**src/rtl/multicycle_mem_interface_pkg.sv**
```systemverilog
// +--------------------------------------------------------------------------+
// | multicycle_mem_interface_pkg                                             |
// | Shared memory access format encodings and interface FSM state type.      |
// | Rev 1.0 - initial release                                                |
// +--------------------------------------------------------------------------+
`default_nettype none

package multicycle_mem_interface_pkg;

  // RISC-V funct3 load/store width encodings
  localparam logic [2:0] MEM_FMT_B  = 3'b000;
  localparam logic [2:0] MEM_FMT_H  = 3'b001;
  localparam logic [2:0] MEM_FMT_W  = 3'b010;
  localparam logic [2:0] MEM_FMT_BU = 3'b100;
  localparam logic [2:0] MEM_FMT_HU = 3'b101;

  typedef enum logic [1:0] {
    IDLE = 2'd0,
    BUS  = 2'd1,
    RESP = 2'd2
  } mem_state_e;

endpackage

`default_nettype wire

```
**src/rtl/multicycle_mem_interface_data_align.sv**
```systemverilog
// +--------------------------------------------------------------------------+
// | mem_data_align                                                           |
// | Byte lanes, store replication, load shift/extension, access legality.    |
// | Rev 1.0 - initial release                                                |
// +--------------------------------------------------------------------------+
`default_nettype none

module mem_data_align
  import multicycle_mem_interface_pkg::*;
(
  input  logic [2:0]  req_format,
  input  logic [1:0]  req_offset,
  input  logic        req_write,
  input  logic [31:0] req_write_data,
  output logic [3:0]  byte_enable,
  output logic [31:0] write_data,
  output logic        access_error,
  input  logic [2:0]  load_format,
  input  logic [1:0]  load_offset,
  input  logic [31:0] load_word,
  output logic [31:0] load_data
);

  logic [31:0] load_shifted;

  always_comb begin
    byte_enable  = 4'b0000;
    write_data   = req_write_data;
    access_error = 1'b0;
    case (req_format)
      MEM_FMT_B, MEM_FMT_BU: begin
        byte_enable  = 4'b0001 << req_offset;
        write_data   = {4{req_write_data[7:0]}};
        access_error = req_write && (req_format == MEM_FMT_BU);
      end
      MEM_FMT_H, MEM_FMT_HU: begin
        byte_enable  = 4'b0011 << req_offset;
        write_data   = {2{req_write_data[15:0]}};
        access_error = req_offset[0] || (req_write && (req_format == MEM_FMT_HU));
      end
      MEM_FMT_W: begin
        byte_enable  = 4'b1111;
        access_error = (req_offset != 2'b00);
      end
      default: access_error = 1'b1;
    endcase
  end

  // Addressed lane moves down to bit 0 before extension
  always_comb begin
    load_shifted = load_word >> {load_offset, 3'b000};
    case (load_format)
      MEM_FMT_B:  load_data = {{24{load_shifted[7]}}, load_shifted[7:0]};
      MEM_FMT_BU: load_data = {24'd0, load_shifted[7:0]};
      MEM_FMT_H:  load_data = {{16{load_shifted[15]}}, load_shifted[15:0]};
      MEM_FMT_HU: load_data = {16'd0, load_shifted[15:0]};
      default:    load_data = load_shifted;
    endcase
  end

endmodule

`default_nettype wire

```
**src/rtl/multicycle_mem_interface.sv**
```systemverilog
// +--------------------------------------------------------------------------+
// | multicycle_mem_interface                                                 |
// | Core memory port to bus bridge; optional bus timeout: MEM_IF_TIMEOUT_EN. |
// | Rev 1.0 - initial release                                                |
// +--------------------------------------------------------------------------+
`default_nettype none

module multicycle_mem_interface
  import multicycle_mem_interface_pkg::*;
#(
  parameter int TIMEOUT_CYCLES = 16
) (
  input  logic        clock,
  input  logic        reset,
  input  logic        req_valid,
  output logic        req_ready,
  input  logic        req_write,
  input  logic [2:0]  req_format,
  input  logic [31:0] req_address,
  input  logic [31:0] req_write_data,
  output logic        resp_valid,
  output logic [31:0] resp_read_data,
  output logic        resp_error,
  output logic [31:0] bus_address,
  input  logic [31:0] bus_read_data,
  output logic [31:0] bus_write_data,
  output logic [3:0]  bus_byte_enable,
  output logic        bus_read_enable,
  output logic        bus_write_enable,
  input  logic        bus_ack
);

  if (TIMEOUT_CYCLES < 2) begin : g_timeout_check
    $error("TIMEOUT_CYCLES must be at least 2");
  end

  mem_state_e  state_q, state_d;
  logic [31:0] addr_q, addr_d;
  logic [31:0] wdata_q, wdata_d;
  logic [31:0] rdata_q, rdata_d;
  logic [3:0]  be_q, be_d;
  logic        write_q, write_d;
  logic [2:0]  fmt_q, fmt_d;
  logic [1:0]  off_q, off_d;
  logic        err_q, err_d;

  logic [3:0]  req_be;
  logic [31:0] req_wdata;
  logic        req_err;
  logic [31:0] load_data;

`ifdef MEM_IF_TIMEOUT_EN
  localparam int CNT_W = $clog2(TIMEOUT_CYCLES) + 1;
  logic [CNT_W-1:0] cnt_q, cnt_d;
`endif

  mem_data_align u_align (
    .req_format     (req_format),
    .req_offset     (req_address[1:0]),
    .req_write      (req_write),
    .req_write_data (req_write_data),
    .byte_enable    (req_be),
    .write_data     (req_wdata),
    .access_error   (req_err),
    .load_format    (fmt_q),
    .load_offset    (off_q),
    .load_word      (bus_read_data),
    .load_data      (load_data)
  );

  // Response fields default to zero so they are only non-zero during RESP
  always_comb begin
    state_d = state_q;
    addr_d  = addr_q;
    wdata_d = wdata_q;
    be_d    = be_q;
    write_d = write_q;
    fmt_d   = fmt_q;
    off_d   = off_q;
    rdata_d = 32'd0;
    err_d   = 1'b0;
`ifdef MEM_IF_TIMEOUT_EN
    cnt_d   = cnt_q;
`endif
    case (state_q)
      IDLE: begin
        if (req_valid) begin
          if (req_err) begin
            state_d = RESP;
            err_d   = 1'b1;
          end else begin
            state_d = BUS;
            addr_d  = {req_address[31:2], 2'b00};
            wdata_d = req_wdata;
            be_d    = req_be;
            write_d = req_write;
            fmt_d   = req_format;
            off_d   = req_address[1:0];
`ifdef MEM_IF_TIMEOUT_EN
            cnt_d   = '0;
`endif
          end
        end
      end
      BUS: begin
        if (bus_ack) begin
          state_d = RESP;
          rdata_d = write_q ? 32'd0 : load_data;
        end
`ifdef MEM_IF_TIMEOUT_EN
        else if (cnt_q == CNT_W'(TIMEOUT_CYCLES - 1)) begin
          state_d = RESP;
          err_d   = 1'b1;
        end else begin
          cnt_d = cnt_q + CNT_W'(1);
        end
`endif
      end
      RESP:    state_d = IDLE;
      default: state_d = IDLE;
    endcase
  end

  always_ff @(posedge clock) begin
    if (reset) begin
      state_q <= IDLE;
      addr_q  <= 32'd0;
      wdata_q <= 32'd0;
      rdata_q <= 32'd0;
      be_q    <= 4'd0;
      write_q <= 1'b0;
      fmt_q   <= 3'd0;
      off_q   <= 2'd0;
      err_q   <= 1'b0;
`ifdef MEM_IF_TIMEOUT_EN
      cnt_q   <= '0;
`endif
    end else begin
      state_q <= state_d;
      addr_q  <= addr_d;
      wdata_q <= wdata_d;
      rdata_q <= rdata_d;
      be_q    <= be_d;
      write_q <= write_d;
      fmt_q   <= fmt_d;
      off_q   <= off_d;
      err_q   <= err_d;
`ifdef MEM_IF_TIMEOUT_EN
      cnt_q   <= cnt_d;
`endif
    end
  end

  assign req_ready        = (state_q == IDLE);
  assign resp_valid       = (state_q == RESP);
  assign resp_read_data   = rdata_q;
  assign resp_error       = err_q;
  assign bus_address      = addr_q;
  assign bus_write_data   = wdata_q;
  assign bus_byte_enable  = be_q;
  assign bus_read_enable  = (state_q == BUS) && !write_q;
  assign bus_write_enable = (state_q == BUS) && write_q;

endmodule

`default_nettype wire

```
**config.mk**
```make
export PLATFORM = sky130hd
export DESIGN_NAME = multicycle_mem_interface
export DESIGN_NICKNAME = d
export VERILOG_FILES = /design/src/rtl/multicycle_mem_interface_pkg.sv /design/src/rtl/multicycle_mem_interface_data_align.sv /design/src/rtl/multicycle_mem_interface.sv
export SDC_FILE = /design/constraint.sdc
export NUM_CORES = 1
export LEC_CHECK = 0
export ABC_AREA = 1
export CAP_MARGIN = 20
export CORE_MARGIN = 8
export CORE_UTILIZATION = 47
export DETAILED_ROUTE_END_ITERATION = 16
export GPL_TIMING_DRIVEN = 0
export PLACE_DENSITY = 0.87
export REMOVE_ABC_BUFFERS = 1
export SYNTH_ARGS = -nofsm -noshare
export SYNTH_HDL_FRONTEND = slang
export SYNTH_SLANG_ARGS = --single-unit
```
**constraint.sdc**
```tcl
create_clock -name clock -period 2.12 [get_ports clock]
set_input_delay 0.212 -clock clock [delete_from_list [all_inputs] [get_ports clock]]
set_output_delay 0.212 -clock clock [all_outputs]
set_load 0.05 [all_outputs]
```
# --- Yosys cells after proc, flatten, opt, wreduce, memory -nomap -nowiden ---
# Index checks and enable logic that the tools add are counted.
# Widths: inputs -> output; s select.
word_totals:
  ff_bits: 107
  latchBits: 0
  mem_bits_rw: 0
  romBits: 0
  input_bits: 104
  output_inout_bits: 105
  wordCells: 53
  memories: 0
classes:
  n_addsub: 0
  multipliers: 0
  div: 0
  magnitude_cmp: 0
  n_eq_ne: 11
  shifts: 3
  n_mux: 9
  n_bitwise: 5
  n_reduce_logical: 16
op_table:
  columns: ["cell", "count"]
  rows:
  - ["$pmux 32 s4", 1]
  - ["$pmux 32 s2", 1]
  - ["$shr 32x5->32", 1]
  - ["$eq 3x3->1 const B", 4]
  - ["$pmux 4 s3", 1]
  - ["$eq 3x1->1 const B", 2]
  - ["$logic_not 3->1", 2]
  - ["$mux 2", 3]
  - ["$not 1->1", 5]
  - ["$logic_and 1x1->1", 4]
  - ["$ne 2x2->1 const B", 2]
  - ["$pmux 2 s2", 1]
  - ["$reduce_or 2->1", 2]
  - ["$reduce_or 4->1", 1]
  - ["$shl 1x2->4 const A", 1]
  - ["$shl 2x2->4 const A", 1]
  - ["$eq 3x2->1 const B", 1]
  - ["$pmux 1 s3", 1]
  - ["$reduce_and 3->1", 1]
  - ["$reduce_or 3->1", 1]
  - ["$eq 2x1->1 const B", 1]
  - ["$eq 2x2->1 const B", 1]
  - ["$logic_not 2->1", 1]
  - ["$reduce_and 2->1", 1]
  - ["other kinds (4)", 4]

# --- Longest topological paths before layout ---
# Gate-level depths: netlist of run 1.
logic_depth:
  word_depth: 7
  ltp_mapped: 10
  depth_no_buf: 8

# --- By module ---
# A second synthesis of run 1 with hierarchy kept.
unflattened:
  hier_cells: 874
  area_unflattened_um2: 5579.1
by_module_without_submodules:
  columns: ["mod", "instances", "cells_per_inst", "area_per_inst_um2"]
  rows:
  - ["multicycle_mem_interface", 1, 605, 4350.4]
  - ["mem_data_align", 1, 269, 1228.7]

# --- Worst setup path before layout of run 1 ---
# No wires, ideal clock.
synth_path:
  kind: "register to register"
  startpoint: "reg state_q[1]"
  endpoint: "reg rdata_q[16] (netlist: resp_read_data[16])"
  setup_ns: 0.056
  arrival_time_ns: 1.842
  setup_slack_ns: 0.222
  path_stages_with_launch: 8
  period_less_slack_ns: 1.898
  path_cell_list: "dfxtp_1 inv_1 nand2_1 nor2_1 nand3_1 clkbuf_1 o21bai_1 inv_1"
synth_via:
  elab_chain_cells: 3
synth_rtl:
  columns: ["item", "line_no", "text"]
  rows:
  - ["start: declaration", "multicycle_mem_interface.sv:37", "mem_state_e state_q, state_d;"]
  - ["start signal: assignment", "multicycle_mem_interface.sv:139", "state_q <= state_d;"]
  - ["$eq 2x1->1", "multicycle_mem_interface.sv:85", "case (state_q)"]
  - ["$not 1->1 (no line)", null, null]
  - ["$reduce_or 4->1 (no line)", null, null]
  - ["end signal: assignment", "multicycle_mem_interface.sv:142", "rdata_q <= rdata_d;"]
  - ["end: declaration", "multicycle_mem_interface.sv:40", "logic [31:0] rdata_q, rdata_d;"]
# Every way passes these cells.
# A chain may end at the register's enable or synchronous reset.

# --- Final worst setup path of run 1 ---
layout_path:
  startpoint: "reg state_q[1]"
  endpoint: "out bus_write_enable"
layout_via:
  elab_chain_cells: 2
layout_rtl:
  columns: ["item", "line_no", "text"]
  rows:
  - ["$eq 2x1->1", "multicycle_mem_interface.sv:162", "assign bus_write_enable = (state_q == BUS) && write_q;"]
  - ["$logic_and 1x1->1", "multicycle_mem_interface.sv:162", null]
  - ["end: declaration", "multicycle_mem_interface.sv:29", "output logic bus_write_enable,"]
# Every way passes these cells.

==> flow_summary_export.csv, run 1 <==
group,metric,value,unit
outcome,status,"finished, final reports clean",
global_route,grt_max_degree,88,
drt,viasPerCell,4.57,
timing,fin_skew,0.0114,ns
final_layout,fin_util,69.1,%
timing,final_hold_viol_count,0,
synth,postSynthCellCount,799,
timing,worstMarginPinSlew,1.02,ns
timing,period_needed,2.05,ns
synth,ys.warnings.count,0,
synth,synth_top_area_share,42.4,%
pwr,power_density,666,nW/um^2
clock_network,cts_max_path_buffers,2,
clock_network,root_buffer,"clkbuf_8",
drt,drtPass1Iterations,4,
drt,postRouteAntennaNets,0,
worst_setup_path,cp.required,1.91,ns
pwr,pwr-share-comb,30.4,%
die,die_h,120,um
synth,synth_top_cells_by_area,"dfxtp_1 (42%), nand2_1 (17%), nor2_1 (13%)",
pwr,switching_share,35.1,%
die,io_pins,209,
die,core_area,10700,um^2
synth,yosys_register_bits,107,
timing,drv_slew,0,
synth,yosysSeqAreaShare,42.4,%
global_route,grt_pass1_wl,23700,um
pwr,p_int,3.18,mW
job,maxCapViolCount,0,
synth,synth_top_area_cell,"dfxtp_1",
die,die_w,120,um
timing,fmax,489,MHz
die,rows,38,
global_route,grt_pass1_vias,4728,
worst_setup_path,critPathMaxFanout,5,
clock_network,cts_hold_buf,0,
pwr,p_total,4.90,mW
pwr,seq_power_share,45.1,%
synth,syn_avg_cell_area,6.33,um^2
worst_setup_path,cp-start-kind,"flip-flop",
synth,synthDistinctLibCells,23,
drt,vias,5129,
placement,post-place-cells,1105,
timing,timing.final.crit_share,96.5,%
drt,drt_iter0_drc,358,
placement,dp_hpwl,10800,um
clock_network,htreeDepth,3,
clock_network,clkLatencyLatePin,0.37,ns
drt,wl_per_cell,13.3,um
placement,globalplace.congestion,0.847,
worst_setup_path,arrival,1.83,ns
timing,tns,0,ns
final_layout,seq_area,2140,um^2
pwr,p_leak,3.72,nW
clock_network,clk_pin_slew,0.10,ns
drt,drc,0,
pwr,ir_drop,0.000386,V
worst_setup_path,critPathKind,"flip-flop to output port",
drt,wl,14900,um
placement,numPortBuffers,206,
final_layout,nets,1081,
pwr,p_clk_share,24.5,%
final_layout,final_cells,1123,
hold_path,hp-class,"input pin to flip-flop",
worst_setup_path,endpoint_kind,"output port",
global_route,grt-ovfl-total,0,
pwr,p_sw,1.72,mW
final_layout,drive_gt1_share,3.36,%
timing,relSlewSlack,31.8,%
die,die_area,14300,um^2
clock_network,cts_tree,"built",
global_route,grt_use_total,20.4,%
global_route,antenna_found_initial,1,
final_layout,fillers,943,
clock_network,postCtsSetupBuffers,0,
synth,netlist_area,5050,um^2
final_layout,syn2layout_area_growth,45.5,%
timing,setup_viol,0,
clock_network,numCtsBuffers,9,
final_layout,multi_input_area,2250,um^2
die,initial_core_util,47.5,%
clock_network,clkSinkCount,107,
Yosys cell counts:
| library cell | count |
|---|---|
| o211ai_1 | 10 |
| buf_1 | 3 |
| clkbuf_1 | 18 |
| a211oi_1 | 6 |
| inv_2 | 3 |
| conb_1 | 1 |
| nand3_1 | 11 |
| nor2_1 | 174 |
| nand3b_1 | 2 |
| nand2_2 | 1 |
| buf_6 | 5 |
| nand4_1 | 9 |
| buf_4 | 3 |
| inv_1 | 127 |
| nand2_1 | 228 |
| o21bai_1 | 16 |
| nor3_1 | 2 |
| o21ai_0 | 28 |
| or2_2 | 1 |
| a21oi_1 | 29 |
| dfxtp_1 | 107 |
| buf_2 | 14 |
| nand3_2 | 1 |
cells by family (layout without fill, tap and decap cells):
logic type	Yosys count	count (layout)	share of synthesized area, %
compound gates	89	89	10.4
buf+inv	173	354	14.2
flops	107	107	42.4
other cells	1	3	0.0742
simple gates	429	430	33.0
registers in the layout, indices dropped and copies added, names as in the netlist:
signal,cells
state_q,2
off_q,2
bus_write_data,32
resp_read_data,32
bus_byte_enable,4
fmt_q,3
resp_error,1
write_q,1
bus_address,30
layer usage:
| layer | wire, um | vias to the layer above | GRT usage [%] |
|---|---|---|---|
| li1 | - | 2742 | - |
| met1 | 6160 | 2203 | 23.6 |
| met2 | 7360 | 162 | 35.4 |
| met3 | 989 | 22 | 4.93 |
| met4 | 380 | 0 | 8.04 |
| met5 | 0 | - | 0 |
cell usage in the layout, fill, tap and decap left out, drive strengths merged, types with 3 or more instances in the layout:
cell / instances
o21bai: 16
nor2: 174
nand2: 229
clkdlybuf4s50: 203
clkinv: 4
o21ai: 28
o211ai: 10
inv: 131
a211oi: 6
clkbuf: 11
dfxtp: 107
nand3: 13
buf: 3
a21oi: 29
nand4: 9
critical path, stage by stage (launching register included):
cell and delay, ns:
dfxtp_1 0.31, inv_1 0.12, nand2_1 0.09, nor2_1 0.10, clkdlybuf4s50_1 0.85
power by group through the flow:
stage,combinational (mW),clock (mW),sequential [mW]
6_report,1.49,1.20,2.21
4_1_cts,1.49,1.23,2.21
3_5_place_dp,1.48,0,2.25
2_1_floorplan,0.546,0,2.63
3_3_place_gp,1.51,0,2.25
5_1_grt,1.62,1.31,2.22
what timing repair did:
item	4_1_cts	5_1_grt
resized for setup	8	8
gates cloned	1	0
pin swaps	1	0
endpoints found under the setup margin	105	89
final cells by class:
| class | count | area share, % |
|---|---|---|
| multi-input cells | 521 | 30.5 |
| repair buffers | 208 | 28.7 |
| diodes | 1 | 0.0340 |
| inverters | 130 | 6.67 |
| clock inverters | 5 | 0.493 |
| clock buffers | 11 | 2.06 |
| flip-flops and latches | 107 | 29.2 |
| well taps | 140 | 2.38 |
final timing paths:
path         slack [ns]  cells past startpoint                            end                        start
max                0.07                      4               bus_write_enable      state_q[1]$_SDFFE_PP0P_
min                0.39                      3          fmt_q[1]$_SDFFE_PP0P_                req_format[1]
max reg2reg        0.22                      7  resp_read_data[16]$_SDFF_PP0_        off_q[0]$_SDFFE_PP0P_
min reg2reg        0.51                      4    bus_address[9]$_SDFFE_PP0P_  bus_address[9]$_SDFFE_PP0P_
metrics by stage:
stage | hold slack, ns | instance area (um^2) | worst slack (ns)
final | 0.386 | 7360 | 0.0747
after global routing | 0.414 | 7360 | -0.00407
after CTS | 0.398 | 7340 | 0.00572
after detailed placement | 0.494 | 7130 | -1.13
after global placement | 0.495 | 7070 | -4.15
after floorplan | 0.281 | 4830 | -1.75
No activity file was read; power rests on OpenSTA's default activity.
==> inputs of run 2 (changes only) <==
--- a/config.mk
+++ b/config.mk
@@ -13,6 +13,7 @@
 export GPL_TIMING_DRIVEN = 0
 export PLACE_DENSITY = 0.87
 export REMOVE_ABC_BUFFERS = 1
+export SETUP_SLACK_MARGIN = 0.05
 export SYNTH_ARGS = -nofsm -noshare
 export SYNTH_HDL_FRONTEND = slang
 export SYNTH_SLANG_ARGS = --single-unit
==> run 2 against run 1 <==
Combinational power hardly changed. Register-to-register slack better by 0.06 ns. Largest cell class unchanged. Worst setup slack better by 0.12 ns. Die area stayed put. Critical path depth is 1 lower. Highest routed layer unchanged. Clock-buffer cell count stayed put. Power hardly changed. Via count is 0.68% higher. Global-route usage stayed put. Design area is 0.15% higher. Utilization is 0.11 points higher. Sequential share of layout area hardly changed.
==> flow_summary_export.csv, run 2 (synthesis results as in run 1) <==
group,metric,value,unit
timing,final_hold_viol_count,0,
global_route,antenna_found_initial,1,
drt,drtPass1Iterations,4,
drt,viasPerCell,4.59,
placement,placed_area,7130,um^2
clock_network,clkLatencyLatePin,0.37,ns
clock_network,root_buffer,"clkbuf_8",
worst_setup_path,critPathBufInv,2,
final_layout,multi_input_area,2260,um^2
worst_setup_path,critPathMaxFanout,5,
global_route,use_met2,35.4,%
global_route,grt_max_degree,88,
global_route,grt_use_total,20.4,%
final_layout,fillers,939,
pwr,p_sw,1.72,mW
clock_network,htreeDepth,3,
die,rows,38,
drt,drt_iter0_drc,372,
die,core_area,10700,um^2
final_layout,layout_common_cells,"nand2_1 (227), clkdlybuf4s50_1 (202), nor2_1 (173), inv_1 (126), dfxtp_1 (105)",
pwr,pwr-share-comb,30.5,%
die,initial_core_util,47.5,%
global_route,grt_pass1_vias,4726,
worst_setup_path,path_cells,"inv_1 > nor2_1 > clkdlybuf4s50_1",
drt,drc,0,
timing,fmax,520,MHz
pwr,p_leak,3.72,nW
pwr,p_clk_share,24.4,%
global_route,grt_busiest_layer,"met2",
timing,fin_skew,0.0120,ns
global_route,gr-usage-met3,4.93,%
timing,drv_slew,0,
final_layout,final_common_cell,"nand2_1",
clock_network,cts_hold_buf,0,
timing,relSlewSlack,31.3,%
timing,worstMarginPinSlew,1.03,ns
drt,postRouteAntennaNets,0,
clock_network,numCtsBuffers,9,
pwr,seq_power_share,45.1,%
worst_setup_path,endpoint_kind,"output port",
final_layout,syn2layout_area_growth,45.7,%
drt,vias,5164,
die,die_area,14300,um^2
pwr,power_density,665,nW/um^2
pwr,ir_drop,0.000386,V
clock_network,postCtsSetupBuffers,0,
worst_setup_path,cp_slowest_cell,"clkdlybuf4s50_1",
worst_setup_path,cpLargestDelayFamily,"buffers and inverters",
timing,timing.final.crit_share,90.7,%
clock_network,cts_tree,"built",
worst_setup_path,cp-start-kind,"flip-flop",
timing,tns,0,ns
pwr,p_int,3.18,mW
clock_network,clk_pin_slew,0.10,ns
final_layout,seq_area,2150,um^2
pwr,switching_share,35.1,%
placement,dp_hpwl,10800,um
worst_setup_path,arrival,1.71,ns
placement,numPortBuffers,206,
global_route,grt_pass1_wl,23700,um
job,maxCapViolCount,0,
clock_network,cts_max_path_buffers,2,
final_layout,nets,1082,
worst_setup_path,cp.required,1.91,ns
clock_network,clkSinkCount,107,
timing,setup_viol,0,
drt,wl,15000,um
final_layout,finalInstanceArea,7370,um^2
global_route,use_met1,23.6,%
die,die_h,120,um
placement,globalplace.congestion,0.847,
final_layout,drive_gt1_share,3.46,%
worst_setup_path,critPathKind,"flip-flop to output port",
worst_setup_path,slowest_delay,0.85,ns
global_route,grt-ovfl-total,0,
die,io_pins,209,
drt,wl_per_cell,13.3,um
die,die_w,120,um
timing,grt_setup_unrepaired,"false",
hold_path,hp-class,"input pin to flip-flop",
timing,period_needed,1.92,ns
outcome,status,"finished, final reports clean",
-- run 2: area by class of cell --
class / instances / area share [%]
inverters: 130 / 6.66
flip-flops and latches: 107 / 29.1
repair buffers: 208 / 28.6
clock inverters: 5 / 0.493
multi-input cells: 522 / 30.6
clock buffers: 11 / 2.06
diodes: 1 / 0.0340
well taps: 140 / 2.38
-- run 2: worst min-delay path: stages --
cell,delay (ns)
buf_2,0.29
nor2_1,0.17
nor2_1,0.05
-- run 2: stage by stage --
step / utilization [%] / hold slack, ns / total power [mW] / setup slack [ns] / cells
4_1_cts: 68.9 / 0.398 / 4.93 / 0.0595 / 1122
3_3_place_gp: 66.4 / 0.495 / 3.76 / -4.15 / 1103
3_5_place_dp: 66.9 / 0.494 / 3.74 / -1.13 / 1105
5_1_grt: 69.2 / 0.414 / 5.16 / 0.0542 / 1124
6_report: 69.2 / 0.388 / 4.90 / 0.197 / 1124
2_1_floorplan: - / 0.281 / 3.18 / -1.75 / 757
-- run 2: worst paths after layout --
kind         cells past startpoint                        start                             to  slack (ns)
max                              3      state_q[1]$_SDFFE_PP0P_                     resp_valid        0.20
min                              3                req_format[1]          fmt_q[1]$_SDFFE_PP0P_        0.39
max reg2reg                      6        off_q[1]$_SDFFE_PP0P_  resp_read_data[16]$_SDFF_PP0_        0.28
min reg2reg                      4  bus_address[9]$_SDFFE_PP0P_    bus_address[9]$_SDFFE_PP0P_        0.51
-- run 2: repair_timing --
| item | CTS | global route |
|---|---|---|
| setup endpoints to repair | 106 | 85 |
| endpoints found under the hold margin | 0 | 0 |
| gates resized for setup | 10 | 8 |
| pin swaps | 1 | 1 |
| gates cloned | 1 | 1 |
-- run 2: metal layers --
metal / share of wire, % / vias up
met4: 2.7 / 0
met3: 6.4 / 27
li1: - / 2747
met2: 49 / 147
met5: 0 / -
met1: 41 / 2243
-- run 2: power groups by stage --
stage | clock network, mW | registers, mW | logic (mW)
global placement | 0 | 2.25 | 1.51
global route | 1.31 | 2.22 | 1.63
CTS | 1.23 | 2.21 | 1.50
finish | 1.20 | 2.21 | 1.49
floorplan | 0 | 2.63 | 0.546
detailed placement | 0 | 2.25 | 1.48
